===== config.mk =====
export PLATFORM = sky130hd
export DESIGN_NAME = sc_mac_bi_param_flat
export DESIGN_NICKNAME = d
export VERILOG_FILES = /design/src/rtl/sc_mac_bi_param_pkg.sv /design/src/rtl/sc_mac_bi_param_if.sv /design/src/rtl/sc_gmul_bi_lane.sv /design/src/rtl/sc_mac_bi_param.sv /design/src/flat_wrapper.sv
export SDC_FILE = /design/constraint.sdc
export NUM_CORES = 1
export LEC_CHECK = 0
export ABC_AREA = 1
export BUFFER_PORTS_ARGS = -buffer_cell sky130_fd_sc_hd__buf_2
export CORE_MARGIN = 10
export CORE_UTILIZATION = 55
export CTS_CLUSTER_SIZE = 10
export DETAILED_ROUTE_END_ITERATION = 7
export PLACE_DENSITY = 0.75
export SYNTH_ARGS = -nofsm -noshare
export SYNTH_HDL_FRONTEND = slang
export SYNTH_SLANG_ARGS = --single-unit
export TNS_END_PERCENT = 30

===== constraint.sdc =====
create_clock -name clk -period 3.16 [get_ports clk]
set_input_delay 0.474 -clock clk [delete_from_list [all_inputs] [get_ports clk]]
set_output_delay 0.474 -clock clk [all_outputs]
set_load 0.005 [all_outputs]

===== src/rtl/sc_mac_bi_param_pkg.sv =====
// sc_pkg: definitions shared by the sc_mac_bi_param slice.
//   state_t       - FSM states of the stream sequencer
//   bitreverse()  - reverses the low w bits of a vector; w = 1..MAX_W
//   bipolar_zero()- offset-binary code of bipolar 0 for a given width
package sc_pkg;

  typedef enum logic [1:0] {
    IDLE,
    RUN,
    DRAIN,
    DONE
  } state_t;

  // Widest vector bitreverse() handles; covers DW up to 10 and SW up to 6.
  localparam int MAX_W = 16;

  // Reverse all MAX_W bits, then shift so that the reversed low w bits land
  // in [w-1:0]. Bits above w come out zero, so callers can size-cast freely.
  function automatic logic [MAX_W-1:0] bitreverse(input logic [MAX_W-1:0] v,
                                                  input int w);
    logic [MAX_W-1:0] full;
    full = '0;
    for (int i = 0; i < MAX_W; i++) full[i] = v[MAX_W-1-i];
    return full >> (MAX_W - w);
  endfunction

  // In offset binary, value = 2*x/2^dw - 1, so bipolar 0 is 2^(dw-1).
  function automatic int bipolar_zero(input int dw);
    return 1 << (dw - 1);
  endfunction

endpackage


===== src/rtl/sc_mac_bi_param_if.sv =====
// sc_mac_bi_param_if: operand / handshake / stream bundle of sc_mac_bi_param.
//   iA, iB  [NCH][DW] offset-binary bipolar operands (master -> slave)
//   start             stream request (master -> slave)
//   busy, oValid, oC, done  status and output stream (slave -> master)
//   oOnes   [DW:0]    ones count of the last stream, only with SC_MAC_CNT_EN
interface sc_mac_bi_param_if #(
  parameter int NCH = 16,
  parameter int DW  = 8
);
  logic [NCH-1:0][DW-1:0] iA;
  logic [NCH-1:0][DW-1:0] iB;
  logic                   start;
  logic                   busy;
  logic                   oValid;
  logic                   oC;
  logic                   done;
`ifdef SC_MAC_CNT_EN
  logic [DW:0]            oOnes;
`endif

  modport master (
    output iA, iB, start,
    input  busy, oValid, oC, done
`ifdef SC_MAC_CNT_EN
    , input oOnes
`endif
  );

  modport slave (
    input  iA, iB, start,
    output busy, oValid, oC, done
`ifdef SC_MAC_CNT_EN
    , output oOnes
`endif
  );
endinterface


===== src/rtl/sc_gmul_bi_lane.sv =====
// sc_gmul_bi_lane: one channel of the bipolar stochastic multiplier.
// Holds the channel's operand registers, converts each to a bit-stream by
// strict comparison against its RNG, and multiplies the two bipolar streams
// with an XNOR.
//   clk, rst_n    clock, asynchronous active-low reset
//   load          capture a_in/b_in into the operand registers
//   a_in, b_in    offset-binary operands
//   rng_a, rng_b  per-cycle random numbers for A and B
//   p             bipolar product bit for this cycle
module sc_gmul_bi_lane #(
  parameter int DW = 8
) (
  input  logic          clk,
  input  logic          rst_n,
  input  logic          load,
  input  logic [DW-1:0] a_in,
  input  logic [DW-1:0] b_in,
  input  logic [DW-1:0] rng_a,
  input  logic [DW-1:0] rng_b,
  output logic          p
);
  logic [DW-1:0] a_q;
  logic [DW-1:0] b_q;

  // NOTE: operand registers sit on the reset net on purpose: a reset must
  // leave them at 0, not at whatever the previous stream loaded. State is
  // updated with <= so every flop samples pre-edge values.
  always_ff @(posedge clk or negedge rst_n) begin
    if (!rst_n) begin
      a_q <= '0;
      b_q <= '0;
    end else if (load) begin
      a_q <= a_in;
      b_q <= b_in;
    end
  end

  assign p = ~((a_q > rng_a) ^ (b_q > rng_b));
endmodule


===== src/rtl/sc_mac_bi_param.sv =====
// sc_mac_bi_param: parametrised bipolar stochastic MAC.
// Produces one bipolar stream of length 2^DW encoding sum(A_i*B_i)/NCH by
// selecting one channel product per cycle (mux-based scaled addition).
//   clk, rst_n  clock, asynchronous active-low reset
//   bus         sc_mac_bi_param_if.slave: iA, iB, start in; busy, oValid,
//               oC, done (and oOnes) out
// Optional feature: define SC_MAC_CNT_EN to add the DW+1 bit ones counter
// and the oOnes output.
module sc_mac_bi_param
  import sc_pkg::*;
#(
  parameter int NCH = 16,
  parameter int DW  = 8
) (
  input  logic               clk,
  input  logic               rst_n,
  sc_mac_bi_param_if.slave   bus
);
  localparam int SW = $clog2(NCH);

  state_t           state_q, state_d;
  logic             accept;
  logic [DW-1:0]    cnt_q;
  logic [MAX_W-1:0] cnt_ext;
  logic [DW-1:0]    rng_a;
  logic [DW-1:0]    rng_b;
  logic [SW-1:0]    sel;
  logic [NCH-1:0]   prod;
  logic             oc_q;
  logic             ovalid_q;

  // NOTE: every always_comb output gets a default before the case so no
  // path leaves it unassigned, which would infer a latch.
  always_comb begin
    state_d = state_q;
    accept  = 1'b0;
    unique case (state_q)
      IDLE: if (bus.start) begin
        accept  = 1'b1;
        state_d = RUN;
      end
      RUN:     if (&cnt_q) state_d = DRAIN;
      DRAIN:   state_d = DONE;
      DONE:    state_d = IDLE;
      default: state_d = IDLE;
    endcase
  end

  always_ff @(posedge clk or negedge rst_n) begin
    if (!rst_n) state_q <= IDLE;
    else        state_q <= state_d;
  end

  // cnt wraps back to 0 on its last RUN cycle, ready for the next stream.
  always_ff @(posedge clk or negedge rst_n) begin
    if (!rst_n)                cnt_q <= '0;
    else if (accept)           cnt_q <= '0;
    else if (state_q == RUN)   cnt_q <= cnt_q + 1'b1;
  end

  // Low-discrepancy RNGs: A sees the bit-reversed count (van der Corput),
  // B the plain count, so the two streams stay decorrelated.
  assign cnt_ext = MAX_W'(cnt_q);
  assign rng_a   = DW'(bitreverse(cnt_ext, DW));
  assign rng_b   = cnt_q;
  // Bit-reversed low bits visit every channel once per NCH cycles and
  // spread each channel's picks evenly over the stream.
  assign sel     = SW'(bitreverse(cnt_ext, SW));

  for (genvar g = 0; g < NCH; g++) begin : g_lane
    sc_gmul_bi_lane #(.DW(DW)) u_lane (
      .clk   (clk),
      .rst_n (rst_n),
      .load  (accept),
      .a_in  (bus.iA[g]),
      .b_in  (bus.iB[g]),
      .rng_a (rng_a),
      .rng_b (rng_b),
      .p     (prod[g])
    );
  end

  always_ff @(posedge clk or negedge rst_n) begin
    if (!rst_n) begin
      oc_q     <= 1'b0;
      ovalid_q <= 1'b0;
    end else begin
      ovalid_q <= (state_q == RUN);
      oc_q     <= (state_q == RUN) & prod[sel];
    end
  end

  assign bus.oC     = oc_q;
  assign bus.oValid = ovalid_q;
  assign bus.busy   = (state_q == RUN) || (state_q == DRAIN);
  assign bus.done   = (state_q == DONE);

`ifdef SC_MAC_CNT_EN
  // DW+1 bits hold up to 2^DW, the most ones a stream can carry.
  logic [DW:0] ones_q;

  always_ff @(posedge clk or negedge rst_n) begin
    if (!rst_n)                  ones_q <= '0;
    else if (accept)             ones_q <= '0;
    else if (ovalid_q && oc_q)   ones_q <= ones_q + 1'b1;
  end

  assign bus.oOnes = ones_q;
`endif
endmodule


===== src/flat_wrapper.sv =====
// flat-port wrapper written by rule: the top's interface ports become plain ports
module sc_mac_bi_param_flat import sc_pkg::*;
#(
  parameter int NCH = 16,
  parameter int DW  = 8
)
  (clk, rst_n, bus_iA, bus_iB, bus_start, bus_busy, bus_oValid, bus_oC, bus_done);
  sc_mac_bi_param_if #(.NCH(NCH), .DW(DW)) bus_i ();
  input  logic clk;
  input  logic rst_n;
  input wire logic [$bits(bus_i.iA)-1:0] bus_iA;
  input wire logic [$bits(bus_i.iB)-1:0] bus_iB;
  input wire logic [$bits(bus_i.start)-1:0] bus_start;
  output wire logic [$bits(bus_i.busy)-1:0] bus_busy;
  output wire logic [$bits(bus_i.oValid)-1:0] bus_oValid;
  output wire logic [$bits(bus_i.oC)-1:0] bus_oC;
  output wire logic [$bits(bus_i.done)-1:0] bus_done;
  assign bus_i.iA = bus_iA;
  assign bus_i.iB = bus_iB;
  assign bus_i.start = bus_start;
  assign bus_busy = bus_i.busy;
  assign bus_oValid = bus_i.oValid;
  assign bus_oC = bus_i.oC;
  assign bus_done = bus_i.done;
  sc_mac_bi_param #(.NCH(NCH), .DW(DW)) u_core (.clk(clk), .rst_n(rst_n), .bus(bus_i));
endmodule

### Word level (Yosys, flattened, before mapping)

Index checks and enable logic that the tools add are counted.

* input port bits: 259
* output and inout bits: 4
* logic and storage cells: 122
* register bits after elaboration: 268

* bitwise operators: 33
* add/sub/neg operators: 1
* reductions and logical operators: 5
* mux-type cells: 9
* equal/unequal tests: 5
* order comparisons: 33

Operators with widths (count)
* $gt A8 B8 Y1: 32
* $mux W8: 2
* $not A1 Y1: 16
* $xor A1 B1 Y1: 16
* $add A8 B1 Y8 const B: 1
* $pmux W2 S4: 1
* $reduce_and A8 Y1: 1
* $lt A4 B5 Y1 const B: 1
* $bmux W1 S4: 1
* $eq A2 B2 Y1 const B: 2
* $mux W2: 2
* $mux W1: 3
* $eq A2 B1 Y1 const B: 1
* $logic_not A2 Y1: 1
* $ne A2 B1 Y1 const B: 1
* $ne A2 B2 Y1 const B: 1
* $reduce_and A2 Y1: 1
* $reduce_bool A2 Y1: 1
* $and A1 B1 Y1: 1
* $logic_or A1 B1 Y1: 1

### Longest topological paths before layout

Gate-level depths: netlist (run 1).

* word-level depth: 6
* mapped depth: 19
* gate-level depth less buffers: 19

### Modules after synthesis

A second synthesis (run 1) with hierarchy kept.

* cell total of the unflattened synthesis: 1937
* area, all modules: 18220.0 um^2

Modules (own cells, without submodules)
* sc_gmul_bi_lane: cells an instance 114, area each 1087.3 um^2, sequential area each 400.4 um^2, times used 16
* sc_mac_bi_param: cells an instance 113, area each 823.3 um^2, sequential area each 300.3 um^2, times used 1

### Worst setup path before layout (run 1)

Ideal clock, no wire load.

* path kind: register -> register
* start point: reg u_core.cnt_q[0]
* end point: reg u_core.oc_q (netlist: u_core.bus.oC)
* cell stages (with the launch flop): 16
* setup slack: 869 ps
* library setup time: 118 ps
* data required time: 3042 ps
* path buffers: 0
* data arrival time: 2173 ps
* period minus slack after synthesis: 2291 ps
* cells stage by stage: dfrtp_1 inv_1 ha_1 a21o_1 nor2_1 nand2_1 nand2_1 inv_1 nand2_1 nand3_1 nand2_1 nand2_1 nand3_1 nand2_1 inv_1 nand2_1

* word-level cells in the longest chain between the ends: 6
* elaborated cells between the ends (all ways): 67
* classes of those cells: 32 x order compare; 2 x mux; 33 x bitwise

Ends and longest elaborated chain
* from (decl): RTL line sc_mac_bi_param.sv:23 `logic [DW-1:0] cnt_q;`
* from (signal assigned): RTL line sc_mac_bi_param.sv:58 `else if (state_q == RUN) cnt_q <= cnt_q + 1'b1;`
* $gt A8 B8 Y1: RTL line sc_gmul_bi_lane.sv:38 `assign p = ~((a_q > rng_a) ^ (b_q > rng_b));`
* $xor A1 B1 Y1: RTL line sc_gmul_bi_lane.sv:38
* $not A1 Y1: RTL line sc_gmul_bi_lane.sv:38
* $bmux W1 S4 (*): RTL line sc_mac_bi_param.sv:89 `oc_q <= (state_q == RUN) & prod[sel];`
* $mux W1 (not written as such) (*): RTL line sc_mac_bi_param.sv:89
* $and A1 B1 Y1 (*): RTL line sc_mac_bi_param.sv:89
* to (signal assigned): RTL line sc_mac_bi_param.sv:89
* to (decl): RTL line sc_mac_bi_param.sv:29 `logic oc_q;`

Every way passes the cells marked *; elsewhere a longest branch is shown, timed or not. The select of a mux whose other input is x is not followed.
A chain may end at the register's enable or synchronous reset.

### Worst setup path after layout (run 1)

* start point: reg u_core.cnt_q[5]
* end point: reg u_core.oc_q (netlist: u_core.bus.oC)

Same word-level chain as after synthesis.

==> results.rst, run 1 <==
.. list-table::
   :header-rows: 1

   * - Metric
     - Value
   * - Final routed wirelength across all metal layers
     - 45.8 mm
   * - FF-to-FF setup slack
     - around 580 ps
   * - Initial core utilization
     - 55.6%
   * - Leading cell types in the layout, fill and taps excluded
     - sky130_fd_sc_hd__nand2_1, sky130_fd_sc_hd__dfrtp_1, sky130_fd_sc_hd__ha_1
   * - Period minus WS final
     - about 2600 ps
   * - Run status
     - finished, final reports clean
   * - Number of synthesized register bits
     - 268
   * - Count of inserted antenna diode cells
     - 0
   * - Number of violations reported at the end of detailed-routing iteration 0
     - 977
   * - Count of endpoints failing setup in the final report
     - 0
   * - Aggregate negative setup slack
     - 0 ps
   * - Final slew viol count
     - 0
   * - Number of post-CTS setup repair buffers
     - 0
   * - First-pass GRT wire length
     - 73.8 mm
   * - Number of buffers inserted by port buffering
     - 262
   * - Fill count
     - roughly 2500
   * - Crit path largest cell delay
     - 440 ps
   * - Clock transition at the registers of the reported paths
     - 60 ps
   * - Clock Skew
     - 17.7 ps
   * - RSZ-0062 raised after global routing
     - no
   * - Area used by multi-input combinational logic
     - around 8900 µm²
   * - Crit path kind
     - register to register
   * - Critical Path, Cell by Cell
     - inv_2 > buf_4 > ha_1 > nand2_1 > inv_1 > nand2_1 > nand2_1 > nand2_1 > nand2_1 > nand2_1 > inv_1 > nand2_1 > nand3_1 > nand3_1 > nand3_1 > nand3_1 > nand2_1
   * - Later-pin clock latency in the skew report
     - 530 ps
   * - Count of cell types in the netlist
     - 26
   * - Router iterations before antenna repair
     - 6
   * - Final GP Congestion
     - 0.836
   * - Maximum number of buffers from clock root to sink
     - 3
   * - Capture point of the worst path
     - u_core.bus.oC
   * - Worst slew slack as a fraction of its limit
     - 12.7%
   * - Number of synthesis warnings
     - 0
   * - Max frequency
     - around 390 MHz
   * - Launch instance of the worst register-to-register path
     - u_core.cnt_q[5]
   * - Layout Nets
     - 2891
   * - Vias
     - 14600
   * - Number of cells traversed by the worst register-to-register path
     - 17
   * - Total standard cell area after synthesis
     - about 16000 µm²
   * - Kind of start point of the critical path
     - register
   * - DP Area
     - between 15000 and 20000 µm²
   * - Vias in the first global route
     - between 10000 and 15000
   * - Post-route fraction of the period consumed by the critical path
     - 81.8%
   * - Synthesized net count
     - roughly 2600
   * - DRC errors left
     - 0
   * - Maximum level of the CTS H-tree
     - 2
   * - Req. time, crit path
     - about 3600 ps
   * - Sequential-to-total area share from yosys stat
     - 40.8%
   * - Die Width
     - between 150 and 200 µm
   * - Critical path arrival
     - 3000 ps
   * - Synthesized area per cell
     - 7.81 µm²
   * - Boundary pin count
     - approximately 260
   * - Reported max-cap violation count
     - 0
   * - Cells after synthesis
     - 2106
   * - Critical path fanouts, max
     - 22
   * - Die area
     - 37200 µm²
   * - CP Capture Type
     - register
   * - Final hold slack
     - 138 ps
   * - Slowest cell on the critical path
     - sky130_fd_sc_hd__inv_2
   * - TritonCTS clock tree
     - built
   * - Global Route Usage Sum
     - 24.7%
   * - Cell seen most often among critical-path stages
     - sky130_fd_sc_hd__nand2_1
   * - Static leakage
     - between 10 and 15 nW
   * - Area taken by flip-flops and latches
     - 6710 µm²
   * - Reg-to-Reg End
     - u_core.bus.oC
   * - Worst-margin pin slew
     - ~1300 ps
   * - Half-perimeter wire length after detailed placement
     - between 30 and 40 mm
   * - Tot Pwr
     - 19.6 mW
   * - Core Box Area
     - between 20000 and 30000 µm²
   * - Per-cell routed wire length
     - about 17 µm
   * - Clk sinks
     - 268
   * - Via density
     - 5.26
   * - Most common library cell in the layout ignoring fill and taps
     - sky130_fd_sc_hd__nand2_1
   * - Root Buffer
     - sky130_fd_sc_hd__clkbuf_16
   * - Total power density per cell area
     - roughly 1000 nW/µm²
   * - Initial antenna violation count
     - 0
   * - Placement Rows
     - 63
   * - Worst min path class
     - primary input to register
   * - Worst vdd ir
     - roughly 0.53 mV
   * - Maximum number of pins on one net before global-route repair
     - 231
   * - Share of post-route cells with drive strength above 1
     - 14.3%
   * - Setup crit start
     - u_core.cnt_q[5]
   * - Die extent in y
     - 193 µm
   * - Total gr overflow
     - 0
   * - TritonCTS Buffers
     - 34
   * - Final cell area excluding filler cells
     - around 19000 µm²
   * - Synth-to-layout area growth
     - 17.5%
   * - Number of nets still failing antenna checks after routing
     - 0
   * - Number of endpoints with negative hold slack in the final report
     - 0
-- through the flow --
step / utilization (%) / worst slack [ps] / instances
CTS: 65.3 / 543 / 2774
floorplan: - / 869 / 2106
global placement: 61.9 / 597 / 2723
detailed placement: 61.9 / 548 / 2723
finish: 65.3 / 576 / 2774
global route: 65.3 / 327 / 2774
-- flip-flops by register name, indices dropped and copies added (netlist names) --
register and flops:
u_core.bus.oValid 1, u_core.g_lane.u_lane.b_q 128, u_core.bus.oC 1, u_core.state_q 2, u_core.cnt_q 8, u_core.g_lane.u_lane.a_q 128
-- power by group --
group	switching [mW]	internal, mW	total, mW
Combinational	5.97	3.96	9.93
Sequential	1.06	5.01	6.07
Clock	1.45	2.13	3.59
-- cells in the mapped netlist --
library cell	count	area share [%]
sky130_fd_sc_hd__nor3_1	3	0.091
sky130_fd_sc_hd__buf_1	4	0.091
sky130_fd_sc_hd__o22ai_1	1	0.038
sky130_fd_sc_hd__a21boi_0	2	0.091
sky130_fd_sc_hd__nand3_1	33	1.0
sky130_fd_sc_hd__nand2_2	1	0.038
sky130_fd_sc_hd__inv_1	154	3.5
sky130_fd_sc_hd__nand4_1	31	1.2
sky130_fd_sc_hd__a21o_1	13	0.59
sky130_fd_sc_hd__nor4_4	1	0.13
sky130_fd_sc_hd__a21oi_1	96	2.9
sky130_fd_sc_hd__clkbuf_1	34	0.78
sky130_fd_sc_hd__buf_2	20	0.61
sky130_fd_sc_hd__dfrtp_1	268	41
sky130_fd_sc_hd__o21bai_1	14	0.64
sky130_fd_sc_hd__nor4_1	1	0.038
sky130_fd_sc_hd__inv_2	2	0.046
sky130_fd_sc_hd__nand2_1	1031	24
sky130_fd_sc_hd__o21a_1	19	0.87
sky130_fd_sc_hd__o211ai_1	1	0.046
sky130_fd_sc_hd__a211oi_1	1	0.046
sky130_fd_sc_hd__nor2_1	73	1.7
sky130_fd_sc_hd__ha_1	262	20
sky130_fd_sc_hd__o21ai_0	39	1.2
sky130_fd_sc_hd__buf_4	1	0.046
sky130_fd_sc_hd__o21ai_2	1	0.053
-- final cells by class --
type	count	area share, %
well taps	390	2.53
inverters	156	3.07
clock inverters	5	0.356
flip-flops and latches	268	34.7
repair buffers	287	8.41
multi-input cells	1623	46.1
clock buffers	45	4.83
-- what timing repair did --
item	4_1_cts	5_1_grt
hold endpoints to repair	65	0
gates resized for setup	0	0
hold buffers	1	0
-- logic make-up after synthesis --
family / after synthesis / share of synthesized area [%]
adders and majority gates: 262 / 19.9
AOI/OAI and AO/OA: 187 / 6.49
and+or+nand+nor: 1174 / 27.7
DFF: 268 / 40.8
buffers and inverters: 215 / 5.08
-- worst min-delay path by stage --
stage / start / cells past startpoint / slack [ps] / endpoint
after floorplan: rst_n / 0 / 180 / u_core.bus.oC
after detailed placement: u_core.g_lane[9].u_lane.b_q[7] / 2 / 470 / u_core.g_lane[9].u_lane.b_q[7]
after CTS: bus_iA[38] / 3 / 130 / u_core.g_lane[4].u_lane.a_q[6]
after global routing: bus_iA[20] / 3 / 140 / u_core.g_lane[2].u_lane.a_q[4]
after global placement: u_core.g_lane[12].u_lane.a_q[5] / 2 / 470 / u_core.g_lane[12].u_lane.a_q[5]
final: bus_iA[6] / 3 / 140 / u_core.g_lane[0].u_lane.a_q[6]
-- metal layers --
layer	up-vias	GRT usage, %	wire (µm)
met1	6826	32.1	20100
met2	444	40.9	21200
met3	90	4.37	3190
met5	-	0	0
met4	0	7.72	1280
li1	7237	-	-
-- critical path, delay by kind of cell (launching register included) --
family        cells  cell delay, ps
simple gates     12             940
buf+inv           4             890
flops             1             380
fa+ha+maj         1             280
No activity file was read; power rests on OpenSTA's default activity.
==> inputs of run 2 (changes only) <==
--- a/config.mk
+++ b/config.mk
@@ -5,10 +5,10 @@
 export SDC_FILE = /design/constraint.sdc
 export NUM_CORES = 1
 export LEC_CHECK = 0
-export ABC_AREA = 1
+export ABC_AREA = 0
 export BUFFER_PORTS_ARGS = -buffer_cell sky130_fd_sc_hd__buf_2
 export CORE_MARGIN = 10
-export CORE_UTILIZATION = 55
+export CORE_UTILIZATION = 52
 export CTS_CLUSTER_SIZE = 10
 export DETAILED_ROUTE_END_ITERATION = 7
 export PLACE_DENSITY = 0.75
==> constraint.sdc (replaced) <==
create_clock -name clk -period 2.3 [get_ports clk]
set_input_delay 0.345 -clock clk [delete_from_list [all_inputs] [get_ports clk]]
set_output_delay 0.345 -clock clk [all_outputs]
set_load 0.005 [all_outputs]
==> run 2 against run 1 <==
Net effect: the flow now finishes with violations (negative setup slack); wire length down 5.4%; cell area is 0.45% higher; setup slack got worse by 1000 ps; cell count down 25%; combinational power grew 44%; utilization increased by 0.12 points; global-route usage down 1.9 points; sequential share of layout area shrank 0.14 points; critical path type unchanged; largest power group unchanged.
==> results.rst, run 2 <==
.. list-table::
   :header-rows: 1

   * - Metric
     - Value
   * - Run status
     - complete, but fails checks
   * - Violated checks
     - negative setup slack
   * - Synth-to-layout area growth
     - 24.3%
   * - Clock transition at the registers of the reported paths
     - 60 ps
   * - Total standard cell area after synthesis
     - between 15000 and 20000 µm²
   * - Largest registers ranked by flip-flop count
     - u_core.g_lane.u_lane.a_q: 128 flops, u_core.g_lane.u_lane.b_q: 128 flops, u_core.cnt_q: 8 flops
   * - Slowest cell on the critical path
     - sky130_fd_sc_hd__or4_4
   * - Reported max-cap violation count
     - 0
   * - Critical Path, Cell by Cell
     - inv_2 > buf_6 > ha_1 > nor2b_1 > o211ai_1 > a21oi_1 > o22ai_1 > xnor2_1 > mux4_2 > nor2_1 > or4_4 > o41ai_2
   * - Root Buffer
     - sky130_fd_sc_hd__clkbuf_16
   * - Cell with the most instances after synthesis
     - sky130_fd_sc_hd__dfrtp_1
   * - Final slew viol count
     - 0
   * - Vias in the first global route
     - 13000
   * - Req. time, crit path
     - 2700 ps
   * - Count of cell types in the netlist
     - 29
   * - Placement Rows
     - 63
   * - Number of cells traversed by the worst register-to-register path
     - 12
   * - Most area-hungry cell type in the Yosys netlist
     - sky130_fd_sc_hd__dfrtp_1
   * - Number of buffers inserted by port buffering
     - approximately 260
   * - Number of synthesis warnings
     - 0
   * - Final cell area excluding filler cells
     - 19400 µm²
   * - Period minus WS final
     - 2760 ps
   * - Critical path fanouts, max
     - 10
   * - Ranking of synthesized cells by area
     - sky130_fd_sc_hd__dfrtp_1, sky130_fd_sc_hd__ha_1, sky130_fd_sc_hd__mux2_2
   * - Number of nets still failing antenna checks after routing
     - 0
   * - Minimum setup slack after placement
     - -533 ps
   * - Count of endpoints failing setup in the final report
     - 1
   * - DP Area
     - 18200 µm²
   * - Worst vdd ir
     - 0.703 mV
   * - Clock Skew
     - 18.8 ps
   * - Most common library cell in the layout ignoring fill and taps
     - sky130_fd_sc_hd__dfrtp_1
   * - Sequential-to-total area share from yosys stat
     - 43.0%
   * - Number of synthesized register bits
     - 268
   * - Max frequency
     - between 300 and 400 MHz
   * - Worst path setup slack after routing
     - -462 ps
   * - Later-pin clock latency in the skew report
     - approximately 500 ps
   * - Initial antenna violation count
     - 0
   * - Count of inserted antenna diode cells
     - 0
   * - Synthesized net count
     - 1857
   * - Worst-margin pin slew
     - 490 ps
   * - Worst min path class
     - primary input to register
   * - Utilization after layout
     - about two thirds
   * - Number of endpoints with negative hold slack in the final report
     - 0
   * - Clk sinks
     - 268
   * - Per-cell routed wire length
     - 20.7 µm
   * - Static leakage
     - a little under 9 nW
   * - Maximum level of the CTS H-tree
     - 2
   * - Die extent in y
     - 193 µm
   * - TritonCTS Buffers
     - 35
   * - Cells after synthesis
     - 1336
   * - Tot Pwr
     - ~28 mW
   * - Final GP Congestion
     - 0.862
   * - Boundary pin count
     - 263
   * - CP Capture Type
     - register
   * - Number of violations reported at the end of detailed-routing iteration 0
     - 746
   * - Die area
     - 37400 µm²
   * - Top-area cell type share of the netlist area
     - 43.0%
   * - GR Util met3
     - 4.63%
   * - Final routed wirelength across all metal layers
     - 43.3 mm
   * - Fill count
     - ~2300
   * - Die Width
     - a little under 200 µm
   * - Synthesized area per cell
     - around 12 µm²
   * - Share of async-settable or async-resettable flops after synthesis
     - 100%
   * - Global Route Usage Sum
     - a little under a quarter
   * - Core Box Area
     - approximately 30000 µm²
   * - Initial core utilization
     - between 50% and 60%
   * - Busiest layer in global routing
     - met2
   * - Share of post-route cells with drive strength above 1
     - 38.5%
   * - Post-route fraction of the period consumed by the critical path
     - 120%
   * - Met2 layer usage reported by global route
     - between 30% and 40%
   * - Dominant synthesized flop cell
     - sky130_fd_sc_hd__dfrtp_1
   * - Via density
     - roughly 5.7
   * - Half-perimeter wire length after detailed placement
     - 32.8 mm
   * - TritonCTS clock tree
     - built
   * - Vias
     - 11900
   * - Maximum number of pins on one net before global-route repair
     - 83
   * - Router iterations before antenna repair
     - 5
   * - Number of instances on the worst hold path
     - 3
   * - Maximum number of buffers from clock root to sink
     - 3
   * - Number of synthesized flops with an enable pin
     - 0
   * - First-pass GRT wire length
     - 69.6 mm
   * - Crit path largest cell delay
     - between 500 and 600 ps
   * - Layout Nets
     - between 2000 and 2500
   * - DRC errors left
     - 0
   * - Leading cell types in the layout, fill and taps excluded
     - sky130_fd_sc_hd__dfrtp_1, sky130_fd_sc_hd__buf_2, sky130_fd_sc_hd__ha_1
   * - RSZ-0062 raised after global routing
     - yes
   * - Total power density per cell area
     - 1450 nW/µm²
   * - Total gr overflow
     - 0
   * - Aggregate negative setup slack
     - -462 ps
   * - List of most frequent post-synthesis cells
     - sky130_fd_sc_hd__dfrtp_1, sky130_fd_sc_hd__ha_1, sky130_fd_sc_hd__mux2_2, sky130_fd_sc_hd__a21oi_1, sky130_fd_sc_hd__o21ai_0
   * - Met1 GRT Util
     - 28.2%
   * - Critical path arrival
     - around 3200 ps
   * - Crit path kind
     - register to register
   * - Worst slew slack as a fraction of its limit
     - 67.3%
   * - Kind of start point of the critical path
     - register
==> run 2: cell count changes in the layout (fill, tap and decap cells not counted), moves of 17 or more <==
cell / delta
sky130_fd_sc_hd__buf_4: +49
sky130_fd_sc_hd__inv_1: -109
sky130_fd_sc_hd__mux2_2: +225
sky130_fd_sc_hd__nand2_1: -961
sky130_fd_sc_hd__nand3_1: -33
sky130_fd_sc_hd__nand4_1: +36
sky130_fd_sc_hd__nor2_1: -35
sky130_fd_sc_hd__nor2b_1: +31
sky130_fd_sc_hd__o211ai_1: +23
sky130_fd_sc_hd__o21ai_0: +29
sky130_fd_sc_hd__o22ai_1: +17
==> run 2: where the power goes <==
part | leakage, nW | total, mW | internal, mW | switching [mW]
Clock | 0.525 | 5.12 | 3.16 | 1.96
Sequential | 3.20 | 8.75 | 7.12 | 1.64
Combinational | 5.22 | 14.3 | 7.29 | 6.97
Total | 8.94 | 28.1 | 17.6 | 10.6
==> run 2: per-stage QoR <==
| step | hold slack, ps | instances |
|---|---|---|
| after detailed placement | 288 | 2038 |
| after floorplan | 49.4 | 1336 |
| final | 48.9 | 2093 |
| after global routing | 47.7 | 2093 |
| after global placement | 285 | 2038 |
| after CTS | 37.3 | 2093 |
==> run 2: worst max-delay path: cells and delay by family (launching register included) <==
kind | cells | cell delay [ps]
buffers and inverters | 2 | 370
and+or+nand+nor | 3 | 690
xor gates and xnor gates | 1 | 190
adders and majority gates | 1 | 250
AOI/OAI and AO/OA | 4 | 460
DFF | 1 | 390
muxes | 1 | 300
==> run 2: cell families after synthesis <==
logic type / synth area share, %
compound gates: 8.87
flops: 43.0
fa+ha+maj: 21.0
mux: 16.8
xor+xnor: 1.23
buf+inv: 2.04
simple gates: 7.05
==> run 2: path summary, 6_finish.rpt <==
check	startpoint	end	slack, ps
max	u_core.cnt_q[6]	u_core.bus.oC	-460
min	bus_iA[104]	u_core.g_lane[13].u_lane.a_q[0]	50
max reg2reg	u_core.cnt_q[6]	u_core.bus.oC	-460
min reg2reg	u_core.g_lane[2].u_lane.b_q[1]	u_core.g_lane[2].u_lane.b_q[1]	510
max in group asynchronous	rst_n	u_core.g_lane[12].u_lane.a_q[2]	1100
min in group asynchronous	rst_n	u_core.g_lane[13].u_lane.b_q[7]	340
==> run 2: cell type report <==
class | count | area, µm² | share of cell area, %
tap | 390 | 488 | 2.51
inverter | 46 | 180 | 0.929
sequential | 268 | 6710 | 34.6
clock inverter | 4 | 48.8 | 0.251
multi-input combinational | 986 | 8710 | 44.9
clock buffer | 48 | 1020 | 5.24
timing repair buffer | 351 | 2250 | 11.6
==> run 2: routing by layer <==
| metal | vias up | share of wire (%) |
|---|---|---|
| met2 | 343 | 48 |
| met3 | 96 | 5.7 |
| met4 | 0 | 3.3 |
| li1 | 5670 | - |
| met5 | - | 0 |
| met1 | 5817 | 43 |
==> run 2: repair_timing <==
| action | CTS | global route |
|---|---|---|
| hold endpoints to repair | 41 | 0 |
| endpoints found under the setup margin | 1 | 1 |
| buffers inserted | 2 | 0 |
| pin swaps | 12 | 5 |
| gates resized for setup | 20 | 15 |
| hold buffers | 1 | 0 |
==> inputs of run 3 (changes only) <==
--- a/config.mk
+++ b/config.mk
@@ -8,11 +8,12 @@
 export ABC_AREA = 0
 export BUFFER_PORTS_ARGS = -buffer_cell sky130_fd_sc_hd__buf_2
 export CORE_MARGIN = 10
-export CORE_UTILIZATION = 52
+export CORE_UTILIZATION = 53
 export CTS_CLUSTER_SIZE = 10
 export DETAILED_ROUTE_END_ITERATION = 7
 export PLACE_DENSITY = 0.75
 export SYNTH_ARGS = -nofsm -noshare
 export SYNTH_HDL_FRONTEND = slang
+export SYNTH_HIERARCHICAL = 1
 export SYNTH_SLANG_ARGS = --single-unit
 export TNS_END_PERCENT = 30
==> run 3 against run 2 <==
Net effect: the run still ends with negative setup slack left; sequential power hardly changed; clock-buffer cell count is 2 lower; first-iteration DRC count is 24% lower; sequential share of layout area is 3.6 points lower; synthesized cell count is 15% higher; global-route usage is 0.057 points lower; flip-flop and latch count stayed put; cell count is 13% higher; via count is 7.5% higher; worst hold slack worse by 13 ps; setup slack worse by 43 ps; highest routed layer is now met5.
==> results.rst, run 3 <==
.. list-table::
   :header-rows: 1

   * - Metric
     - Value
   * - Run status
     - complete, but fails checks
   * - Violated checks
     - negative setup slack
   * - Kind of start point of the critical path
     - register
   * - Synthesized area per cell
     - 11.5 µm²
   * - Via density
     - 5.43
   * - Max frequency
     - 356 MHz
   * - Top-area cell type share of the netlist area
     - 37.8%
   * - Non-filler cells, final
     - 2361
   * - Vias
     - 12800
   * - Ranking of synthesized cells by area
     - sky130_fd_sc_hd__dfrtp_1, sky130_fd_sc_hd__ha_1, sky130_fd_sc_hd__mux2_4
   * - Number of cells traversed by the worst register-to-register path
     - 13
   * - Clk sinks
     - ~270
   * - TritonCTS Buffers
     - 34
   * - FF-to-FF setup slack
     - -510 ps
   * - Worst vdd ir
     - 0.774 mV
   * - Root Buffer
     - sky130_fd_sc_hd__clkbuf_16
   * - Maximum number of pins on one net before global-route repair
     - 64
   * - Leading cell types in the layout, fill and taps excluded
     - sky130_fd_sc_hd__buf_2, sky130_fd_sc_hd__dfrtp_1, sky130_fd_sc_hd__inv_1
   * - Clock transition at the registers of the reported paths
     - 60 ps
   * - Final hold slack
     - between 30 and 40 ps
   * - List of most frequent post-synthesis cells
     - sky130_fd_sc_hd__dfrtp_1, sky130_fd_sc_hd__ha_1, sky130_fd_sc_hd__inv_1, sky130_fd_sc_hd__a21oi_1
   * - Critical path fanouts, max
     - 6
   * - Count of endpoints failing setup in the final report
     - 1
   * - Initial core utilization
     - 54.2%
   * - Area used by multi-input combinational logic
     - slightly above 10000 µm²
   * - Router iterations before antenna repair
     - 7
   * - Number of synthesized register bits
     - roughly 270
   * - Most area-hungry cell type in the Yosys netlist
     - sky130_fd_sc_hd__dfrtp_1
   * - Count of cell types in the netlist
     - 33
   * - Per-cell routed wire length
     - between 15 and 20 µm
   * - Largest registers ranked by flip-flop count
     - u_core/g_lane.u_lane/a_q: 128 flops, u_core/g_lane.u_lane/b_q: 128 flops, u_core/cnt_q: 8 flops
   * - Placement Rows
     - 66
   * - Total power density per cell area
     - 1420 nW/µm²
   * - Capture point of the worst path
     - u_core/bus.oC
   * - Reg-to-Reg End
     - u_core/bus.oC
   * - Global Route Usage Sum
     - 22.7%
   * - Critical Path, Cell by Cell
     - buf_12 > buf_4 > buf_4 > inv_2 > ha_4 > nand4_1 > or2_1 > o21ai_2 > xnor2_2 > mux4_2 > a2bb2oi_1 > a32o_1 > and2_1
   * - TritonCTS clock tree
     - built
   * - Static leakage
     - 9.83 nW
   * - Total standard cell area after synthesis
     - about 18000 µm²
   * - Sum of buffers and inverters on the critical path
     - 4
   * - Worst min path class
     - primary input to register
   * - Number of buffers inserted by port buffering
     - 262
   * - Total gr overflow
     - 0
   * - Synth-to-layout area growth
     - 22.6%
   * - Period minus WS final
     - 2810 ps
   * - Req. time, crit path
     - roughly 2700 ps
   * - Worst Min Path Start
     - bus_iA[104]
   * - Number of synthesized flops with an enable pin
     - 0
   * - Number of instances on the worst hold path
     - 3
   * - Critical path arrival
     - 3190 ps
   * - Cell with the most instances after synthesis
     - sky130_fd_sc_hd__dfrtp_1
   * - Crit path kind
     - register to register
   * - Tot Pwr
     - about 31 mW
   * - Final routed wirelength across all metal layers
     - 47.1 mm
   * - Levels on crit path
     - 13
   * - Reported max-cap violation count
     - 0
   * - Fill count
     - 2455
   * - Setup crit start
     - u_core/cnt_q[2]
   * - Synthesized net count
     - 2063
   * - Initial antenna violation count
     - 2
   * - Layout Nets
     - about 2400
   * - Dominant synthesized flop cell
     - sky130_fd_sc_hd__dfrtp_1
   * - Worst slew slack as a fraction of its limit
     - between 60 and 70%
   * - Number of endpoints with negative hold slack in the final report
     - 0
   * - CP Capture Type
     - register
   * - Post-route fraction of the period consumed by the critical path
     - 122%
   * - Share of post-route cells with drive strength above 1
     - about two fifths
   * - Number of nets still failing antenna checks after routing
     - 0
   * - Cells after synthesis
     - 1542
   * - Aggregate negative setup slack
     - -505 ps
   * - Number of violations reported at the end of detailed-routing iteration 0
     - 569
   * - Worst-margin pin slew
     - between 500 and 600 ps
   * - Boundary pin count
     - 263
   * - Maximum level of the CTS H-tree
     - 2
   * - Later-pin clock latency in the skew report
     - between 500 and 600 ps
   * - Final GP Congestion
     - 0.842
   * - Launch instance of the worst register-to-register path
     - u_core/cnt_q[2]
   * - Area taken by flip-flops and latches
     - 6740 µm²
   * - Sequential-to-total area share from yosys stat
     - 37.8%
   * - Half-perimeter wire length after detailed placement
     - 34.6 mm
   * - Worst path setup slack after routing
     - -505 ps
   * - RSZ-0062 raised after global routing
     - yes
   * - Cell seen most often among critical-path stages
     - sky130_fd_sc_hd__buf_4
   * - Critical path's top delay family
     - flip-flops
   * - Most common library cell in the layout ignoring fill and taps
     - sky130_fd_sc_hd__buf_2
   * - DRC errors left
     - 0
   * - Post-placement cell count
     - 2289
   * - Maximum number of buffers from clock root to sink
     - 3
   * - Core Box Area
     - 32800 µm²
   * - Die extent in y
     - 203 µm
   * - Die area
     - 41200 µm²
   * - Clock Skew
     - ~23 ps
   * - First-pass GRT wire length
     - 75.1 mm
   * - Final slew viol count
     - 0
   * - Slowest cell on the critical path
     - sky130_fd_sc_hd__dfrtp_4
   * - Utilization after layout
     - 66.4%
   * - Die Width
     - 203 µm
   * - Vias in the first global route
     - 14000
   * - Crit path largest cell delay
     - roughly 510 ps
   * - Number of synthesis warnings
     - 6
   * - Share of async-settable or async-resettable flops after synthesis
     - 100%
run 3: worst min path at each step:
| stage | end | slack (ps) |
|---|---|---|
| after floorplan | u_core/bus.oC | 50 |
| after global placement | u_core/g_lane[6].u_lane/a_q[5] | 330 |
| after detailed placement | u_core/g_lane[6].u_lane/a_q[4] | 340 |
| after CTS | u_core/g_lane[12].u_lane/a_q[7] | 10 |
| after global routing | u_core/g_lane[6].u_lane/a_q[7] | 30 |
| final | u_core/g_lane[13].u_lane/a_q[0] | 40 |
run 3: cells by family after synthesis:
logic type | after synthesis | share of synthesized area [%]
AO/OA/AOI/OAI | 266 | 11.3
XOR/XNOR | 21 | 1.04
adder cells (fa/ha/maj) | 262 | 18.5
buffers and inverters | 295 | 7.29
flip-flops | 268 | 37.8
multiplexers | 233 | 16.9
AND/OR/NAND/NOR | 197 | 7.23
run 3: timing repair:
item                                    in CTS  in global routing
buffers inserted                            18                  3
gates cloned                                 0                  0
hold endpoints to repair                    55                  0
resized for setup                           33                 21
pin swaps                                   16                 17
endpoints found under the setup margin       1                  1
hold buffers                                 1                  0
run 3: cell type report:
type                    instances  area share, %
diodes                          1         0.0115
clock buffers                  46           4.44
clock inverters                 3         0.0977
inverters                     260           4.51
multi-input cells             979           46.5
flip-flops and latches        268           30.9
well taps                     442           2.54
repair buffers                362           11.0
run 3: worst reg2reg max path, stage by stage (launching register included):
cell and delay (ps):
sky130_fd_sc_hd__dfrtp_4 510, sky130_fd_sc_hd__buf_12 160, sky130_fd_sc_hd__buf_4 140, sky130_fd_sc_hd__buf_4 130, sky130_fd_sc_hd__inv_2 70, sky130_fd_sc_hd__ha_4 140
sky130_fd_sc_hd__nand4_1 100, sky130_fd_sc_hd__or2_1 230, sky130_fd_sc_hd__o21ai_2 100, sky130_fd_sc_hd__xnor2_2 120, sky130_fd_sc_hd__mux4_2 480, sky130_fd_sc_hd__a2bb2oi_1 140
sky130_fd_sc_hd__a32o_1 200, sky130_fd_sc_hd__and2_1 160
run 3: per-layer routing:
layer	part of all wire [%]	up-vias	global-route usage, %
met5	0.028	-	0
met4	3.2	2	7.99
met3	5.0	94	4.28
met2	48	324	38.2
met1	43	6319	28.6
li1	-	6086	-
run 3: per-stage QoR:
stage	cell area [µm²]	setup WS, ps
finish	21800	-505
global route	21800	-564
CTS	21600	-450
detailed placement	20200	-520
global placement	20200	-486
floorplan	17900	-212
run 3: report_power, final:
group          total (mW)  switching, mW  internal (mW)  leakage (nW)
clock                4.89           1.99           2.90         0.483
sequential           8.75           1.63           7.12          3.19
combinational        17.2           8.11           9.05          6.16
